**src/rtl/ps2_pkg.sv**
```systemverilog
// ps2_pkg: scan-code constants, event field positions and decoder states shared by the PS/2 key-event block
package ps2_pkg;
    localparam logic [7:0] SC_E0     = 8'hE0;
    localparam logic [7:0] SC_F0     = 8'hF0;
    localparam logic [7:0] SC_LSHIFT = 8'h12;
    localparam logic [7:0] SC_RSHIFT = 8'h59;
    localparam logic [7:0] SC_CTRL   = 8'h14;
    localparam logic [7:0] SC_CAPS   = 8'h58;
    localparam int RPT = 10;
    localparam int BRK = 9;
    localparam int EXT = 8;
    typedef enum logic [1:0] {IDLE, E0, F0, E0F0} dec_state_t;
endpackage

```
**src/rtl/ps2_rx_frame.sv**
```systemverilog
// ps2_rx_frame: synchronises the PS/2 pins, shifts in 11-bit frames on falling clock edges,
// checks start/parity/stop and discards partial frames after an idle timeout
module ps2_rx_frame #(
    parameter int SYNC_STAGES = 3,
    parameter int TIMEOUT_CYC = 50000
) (
    input  logic       clk,
    input  logic       clrn,
    input  logic       ps2_clk,
    input  logic       ps2_data,
    output logic [7:0] rx_byte,
    output logic       byte_valid,
    output logic       err_pulse
);
    localparam int TW = $clog2(TIMEOUT_CYC + 1);
    logic [SYNC_STAGES-1:0] ck_s, dt_s;
    logic          ck_d;
    logic [3:0]    bit_cnt;
    logic [9:0]    sr;
    logic [TW-1:0] idle_cnt;
    logic          fall, din, good;
    assign fall = ck_d & ~ck_s[SYNC_STAGES-1];
    assign din  = dt_s[SYNC_STAGES-1];
    // sr holds {parity, data[7:0], start}; the stop bit is the live input
    assign good = ~sr[0] & din & (^sr[9:1]);
    always_ff @(posedge clk or negedge clrn) begin
        if (!clrn) begin
            ck_s       <= '1;
            dt_s       <= '1;
            ck_d       <= 1'b1;
            bit_cnt    <= '0;
            sr         <= '0;
            idle_cnt   <= '0;
            rx_byte    <= '0;
            byte_valid <= 1'b0;
            err_pulse  <= 1'b0;
        end else begin
            ck_s       <= {ck_s[SYNC_STAGES-2:0], ps2_clk};
            dt_s       <= {dt_s[SYNC_STAGES-2:0], ps2_data};
            ck_d       <= ck_s[SYNC_STAGES-1];
            byte_valid <= 1'b0;
            err_pulse  <= 1'b0;
            if (fall) begin
                idle_cnt <= '0;
                if (bit_cnt == 4'd10) begin
                    bit_cnt    <= '0;
                    rx_byte    <= good ? sr[8:1] : rx_byte;
                    byte_valid <= good;
                    err_pulse  <= ~good;
                end else begin
                    sr      <= {din, sr[9:1]};
                    bit_cnt <= bit_cnt + 4'd1;
                end
            end else if (bit_cnt != 4'd0) begin
                if (idle_cnt == TW'(TIMEOUT_CYC - 1)) begin
                    bit_cnt   <= '0;
                    idle_cnt  <= '0;
                    err_pulse <= 1'b1;
                end else begin
                    idle_cnt <= idle_cnt + TW'(1);
                end
            end
        end
    end
endmodule

```
**src/rtl/ps2_key_event.sv**
```systemverilog
// ps2_key_event: PS/2 keyboard front end decoding prefix sequences into key events,
// tracking modifiers/typematic state and buffering events in a first-word fall-through FIFO
module ps2_key_event import ps2_pkg::*; #(
    parameter int FIFO_DEPTH  = 8,
    parameter int COUNT_W     = 12,
    parameter int SYNC_STAGES = 3,
    parameter int TIMEOUT_CYC = 50000,
    parameter int REPEAT_EN   = 0
) (
    input  logic                        clk,
    input  logic                        clrn,
    input  logic                        ps2_clk,
    input  logic                        ps2_data,
    input  logic                        ev_ready,
    input  logic                        clr_err,
    output logic                        ev_valid,
    output logic [10:0]                 ev_data,
    output logic [$clog2(FIFO_DEPTH):0] fifo_level,
    output logic [COUNT_W-1:0]          press_count,
    output logic [3:0]                  mods,
    output logic                        overflow,
    output logic                        frame_err
);
    localparam int AW = $clog2(FIFO_DEPTH);
    logic [7:0]    rx_byte;
    logic          byte_valid, rx_err;
    dec_state_t    state;
    logic          push;
    logic [10:0]   push_word;
    logic [8:0]    held, key;
    logic          held_v, is_e0, is_f0, ext_c, brk_c, emit, rep;
    logic [10:0]   mem [FIFO_DEPTH];
    logic [AW-1:0] wptr, rptr;
    logic          pop, full, wr;

    ps2_rx_frame #(.SYNC_STAGES(SYNC_STAGES), .TIMEOUT_CYC(TIMEOUT_CYC)) u_rx (
        .clk(clk), .clrn(clrn), .ps2_clk(ps2_clk), .ps2_data(ps2_data),
        .rx_byte(rx_byte), .byte_valid(byte_valid), .err_pulse(rx_err)
    );

    assign is_e0 = rx_byte == SC_E0;
    assign is_f0 = rx_byte == SC_F0;
    assign ext_c = state == E0 || state == E0F0;
    assign brk_c = state == F0 || state == E0F0;
    assign key   = {ext_c, rx_byte};
    assign emit  = byte_valid & ~is_e0 & ~is_f0;
    assign rep   = ~brk_c & held_v & (held == key);

    always_ff @(posedge clk or negedge clrn) begin
        if (!clrn) begin
            state       <= IDLE;
            push        <= 1'b0;
            push_word   <= '0;
            held        <= '0;
            held_v      <= 1'b0;
            press_count <= '0;
            mods        <= '0;
        end else begin
            push <= 1'b0;
            if (byte_valid)
                state <= is_e0 ? E0 : is_f0 ? (state == E0 ? E0F0 : F0) : IDLE;
            if (emit) begin
                push           <= ~rep | (REPEAT_EN != 0);
                push_word[RPT] <= rep;
                push_word[BRK] <= brk_c;
                push_word[EXT:0] <= key;
                if (~brk_c & ~rep) begin
                    held        <= key;
                    held_v      <= 1'b1;
                    press_count <= press_count + COUNT_W'(1);
                end
                if (brk_c & held_v & (held == key)) begin
                    held   <= '0;
                    held_v <= 1'b0;
                end
                if (key == {1'b0, SC_LSHIFT}) mods[0] <= ~brk_c;
                if (key == {1'b0, SC_RSHIFT}) mods[1] <= ~brk_c;
                if (rx_byte == SC_CTRL)       mods[2] <= ~brk_c;
                if (key == {1'b0, SC_CAPS} && ~brk_c && ~rep) mods[3] <= ~mods[3];
            end
        end
    end

    assign ev_valid = fifo_level != '0;
    assign pop      = ev_valid & ev_ready;
    assign full     = fifo_level == ($clog2(FIFO_DEPTH)+1)'(FIFO_DEPTH);
    // a full FIFO still takes a push when the head leaves in the same cycle
    assign wr       = push & (~full | pop);
    assign ev_data  = ev_valid ? mem[rptr] : '0;

    always_ff @(posedge clk)
        if (wr) mem[wptr] <= push_word;

    always_ff @(posedge clk or negedge clrn) begin
        if (!clrn) begin
            wptr       <= '0;
            rptr       <= '0;
            fifo_level <= '0;
            overflow   <= 1'b0;
            frame_err  <= 1'b0;
        end else begin
            if (wr)  wptr <= wptr + AW'(1);
            if (pop) rptr <= rptr + AW'(1);
            if (wr & ~pop) fifo_level <= fifo_level + 1'b1;
            if (pop & ~wr) fifo_level <= fifo_level - 1'b1;
            overflow  <= (push & ~wr) ? 1'b1 : clr_err ? 1'b0 : overflow;
            frame_err <= rx_err ? 1'b1 : clr_err ? 1'b0 : frame_err;
        end
    end
endmodule

```
**config.mk**
```make
export PLATFORM = sky130hd
export DESIGN_NAME = ps2_key_event
export DESIGN_NICKNAME = d
export VERILOG_FILES = /design/src/rtl/ps2_pkg.sv /design/src/rtl/ps2_rx_frame.sv /design/src/rtl/ps2_key_event.sv
export SDC_FILE = /design/constraint.sdc
export NUM_CORES = 1
export LEC_CHECK = 0
export CAP_MARGIN = 0
export CORE_AREA = 2 2 130 132
export CTS_CLUSTER_SIZE = 10
export DETAILED_ROUTE_END_ITERATION = 10
export DIE_AREA = 0 0 132 134
export PLACE_DENSITY = 0.67
export SETUP_SLACK_MARGIN = 0.15
export SKIP_CTS_REPAIR_TIMING = 1
export SYNTH_ARGS = -nofsm -noshare
export SYNTH_HDL_FRONTEND = slang
export SYNTH_SLANG_ARGS = --single-unit
```
**constraint.sdc**
```tcl
create_clock -name clk -period 2.85 [get_ports clk]
set_input_delay 0.57 -clock clk [delete_from_list [all_inputs] [get_ports clk]]
set_output_delay 0.57 -clock clk [all_outputs]
set_load 0.05 [all_outputs]
```
==> results.cfg <==
[global_route]
antenna_found_initial = 0
grt_overflow = 0
track_usage = 0.182
grt_first_pass_wirelength_mm = 25.2
grt_pass1_vias = 4855
grt_max_degree = 59

[power_and_ir_drop]
total_power_w = 0.00779
ir_drop_uv = 629
p_leak_nw = 3.85
power-per-cell-area_nw_per_um2 = 836

[placed_design]
finalWeightedCongestion = 0.825
port_buffers = 39
post-dp-hpwl_mm = 10.1
dp.cells = 859

[critical_path]
critPathSlowestCell = mux4_2
max_stage_delay_ns = 0.54
reg2reg_slack_ns = 0.58
crit_arrival_ns = 2.01
reg2reg_from = fifo_level[1]
reg2reg_to = fifo_level[3]
worstSetupPathType = reg2out
worst-path-max-fanout = 12
startpoint_type = flop
cpMostUsedCell = buf_4
crit_chain = buf_4, mux4_2, mux2i_1, nor2_1, buf_4
worstSetupEndpointType = output pin
reg2reg_depth = 9
cp_top_family = multiplexers
crit_buf_inv = 2
crit_required_ns = 2.28
crit_cells = 5

[flow_run]
drv_cap = 0

[clocking]
clk_latency_ns = 0.43
clkSlewWorstSetupHoldPaths_ns = 0.07
cts_tree = done
cts_inserted_buffers = 17
clock-sinks = 187
clock_path_buffers = 2
cts_root_buf = clkbuf_16
htreeDepth = 4

[sta]
fin_skew_ns = 0.00818
max_slew_margin = 0.459
fmax_mhz = 387
fin_setup_tns_ns = 0
setup_viol = 0
fin_crit_sh = 0.906
worstMarginPinSlew_ns = 0.811
slew_viol_final = 0
fin_crit_ns = 2.58
hold_viol_final = 0
rsz0062_at_grt = no

[yosys]
synthXorXnorAreaFrac = 0.0509
synth-seq-cells = 187
yosysSeqAreaShare = 0.640
synth_compound_area_frac = 0.0342
syn-cell-area_sq_um = 8010
synth-edff-count = 88
syn_nets = 618
ys_warn_count = 0
synth_top_family_by_area = simple AND/OR/NAND/NOR gates
ys_types = 50
synth_top_flop_cell = dfrtp_1
synth_fa_ha_area_frac = 0.0166
synthArstFlopShare = 0.529
synth.area.mux_share = 0.102
syn_area_per_cell_sq_um = 13.3
syn_inst = 602
synth-simple-area-share = 0.133

[detailed_routing]
antenna_left = 0
met1_length_mm = 7.03
wl_met2_mm = 7.47
via_count = 4831
drcViolationCount = 0
highest_layer = met4
drt_iter0_drc = 417
drtPass1Iterations = 6
routedWlPerCell_microns = 17.0
wl_met3_microns = 464
viasPerCell = 5.42
finalWirelength_mm = 15.2

[floorplan]
start_util = 0.492
rows = 47
core-area_sq_um = 16300
die_h_microns = 134
io-pin-count = 40
die_w_microns = 132
dieArea_sq_um = 17700

[finish]
final_nets = 674
fin_cells = 891
layout-drive-gt1-share = 0.170
antenna_cells = 0
syn2layout_area_growth_pct = 16.3
layout_commonest_cell = dfrtp_1
layout_common_cells = dfrtp_1 (92), edfxtp_1 (88), nand2_1 (81), nor2_1 (42), buf_4 (30)

[hold_path]
min_path_type = in2async

[status]
status = finished, final reports clean
power by group:
part	internal, W	switching [W]
Clock	0.00133	0.00101
Sequential	0.00300	0.000260
Combinational	0.000908	0.00127
Total	0.00524	0.00254
worst max path at each step:
| stage | from | end | slack (ns) |
|---|---|---|---|
| final | rptr[0] | ev_data[2] | 0.27 |
| after floorplan | fifo_level[1] | fifo_level[3] | 0.22 |
| after CTS | fifo_level[1] | ev_valid | 0.18 |
| after global routing | rptr[0] | ev_data[2] | 0.16 |
| after detailed placement | ev_ready | fifo_level[3] | 0.40 |
| after global placement | ev_ready | fifo_level[3] | 0.46 |
cells by family after synthesis:
logic type / count (synthesis)
multiplexers: 52
XOR/XNOR: 45
AND/OR/NAND/NOR: 217
adder cells (fa/ha/maj): 10
flip-flops: 187
AO/OA/AOI/OAI: 44
buffers and inverters: 47
Yosys cell counts (4+ instances only):
master | instances | area share
clkbuf_1 | 12 | 0.0056
dfrtp_1 | 92 | 0.29
mux2_2 | 17 | 0.024
and3_1 | 5 | 0.0039
buf_2 | 9 | 0.0056
inv_1 | 24 | 0.011
xnor2_1 | 25 | 0.027
nand2_1 | 81 | 0.038
mux4_2 | 22 | 0.062
o21ai_0 | 17 | 0.011
mux2i_1 | 13 | 0.016
nand4_1 | 10 | 0.0078
nor2_1 | 42 | 0.020
or3_1 | 4 | 0.0031
dfstp_2 | 7 | 0.023
a21oi_1 | 9 | 0.0056
nor3_1 | 15 | 0.0094
nand2b_1 | 7 | 0.0055
nand3_1 | 23 | 0.014
xor2_1 | 19 | 0.021
edfxtp_1 | 88 | 0.33
ha_1 | 9 | 0.014
o221ai_1 | 9 | 0.0098
nor4_1 | 7 | 0.0055
registers in the layout, summed over array words and instances (netlist names), 2 cells and up:
signal	count
u_rx.sr	10
u_rx.dt_s	3
u_rx.idle_cnt	16
state	2
u_rx.rx_byte	8
press_count	12
mem	88
wptr	3
push_word	11
fifo_level	4
rptr	3
u_rx.bit_cnt	4
u_rx.ck_s	3
mods	4
held	9
layer usage:
metal / vias to the layer above / track usage
met5: - / 0
met4: 0 / 0.0622
met3: 14 / 0.0351
met2: 90 / 0.297
met1: 2448 / 0.247
li1: 2279 / -
worst register-to-register path: cells and delay by family (launching register included):
kind                     cells  cell delay, ns
buffers and inverters        2            0.20
AND/OR/NAND/NOR              2            0.55
multiplexers                 1            0.23
XOR/XNOR                     1            0.18
AO/OA/AOI/OAI                2            0.33
flip-flops                   1            0.43
adder cells (fa/ha/maj)      1            0.28
area by class of cell:
cell class / instances / area, sq um
fillers: 1297 / 6980
clock inverters: 11 / 135
well taps: 220 / 275
flip-flops and latches: 187 / 5130
inverters: 25 / 93.8
repair buffers: 59 / 529
multi-input cells: 368 / 2700
clock buffers: 21 / 450
metrics by stage:
step / setup WS, ns / utilization / hold WS (ns) / instance area, sq um
after floorplan: 0.222 / - / 0.274 / 8010
after global placement: 0.465 / 0.535 / 0.346 / 8720
after detailed placement: 0.401 / 0.535 / 0.347 / 8720
after CTS: 0.183 / 0.571 / 0.133 / 9310
after global routing: 0.159 / 0.572 / 0.164 / 9310
final: 0.269 / 0.572 / 0.117 / 9310
No activity file was read; power rests on OpenSTA's default activity.
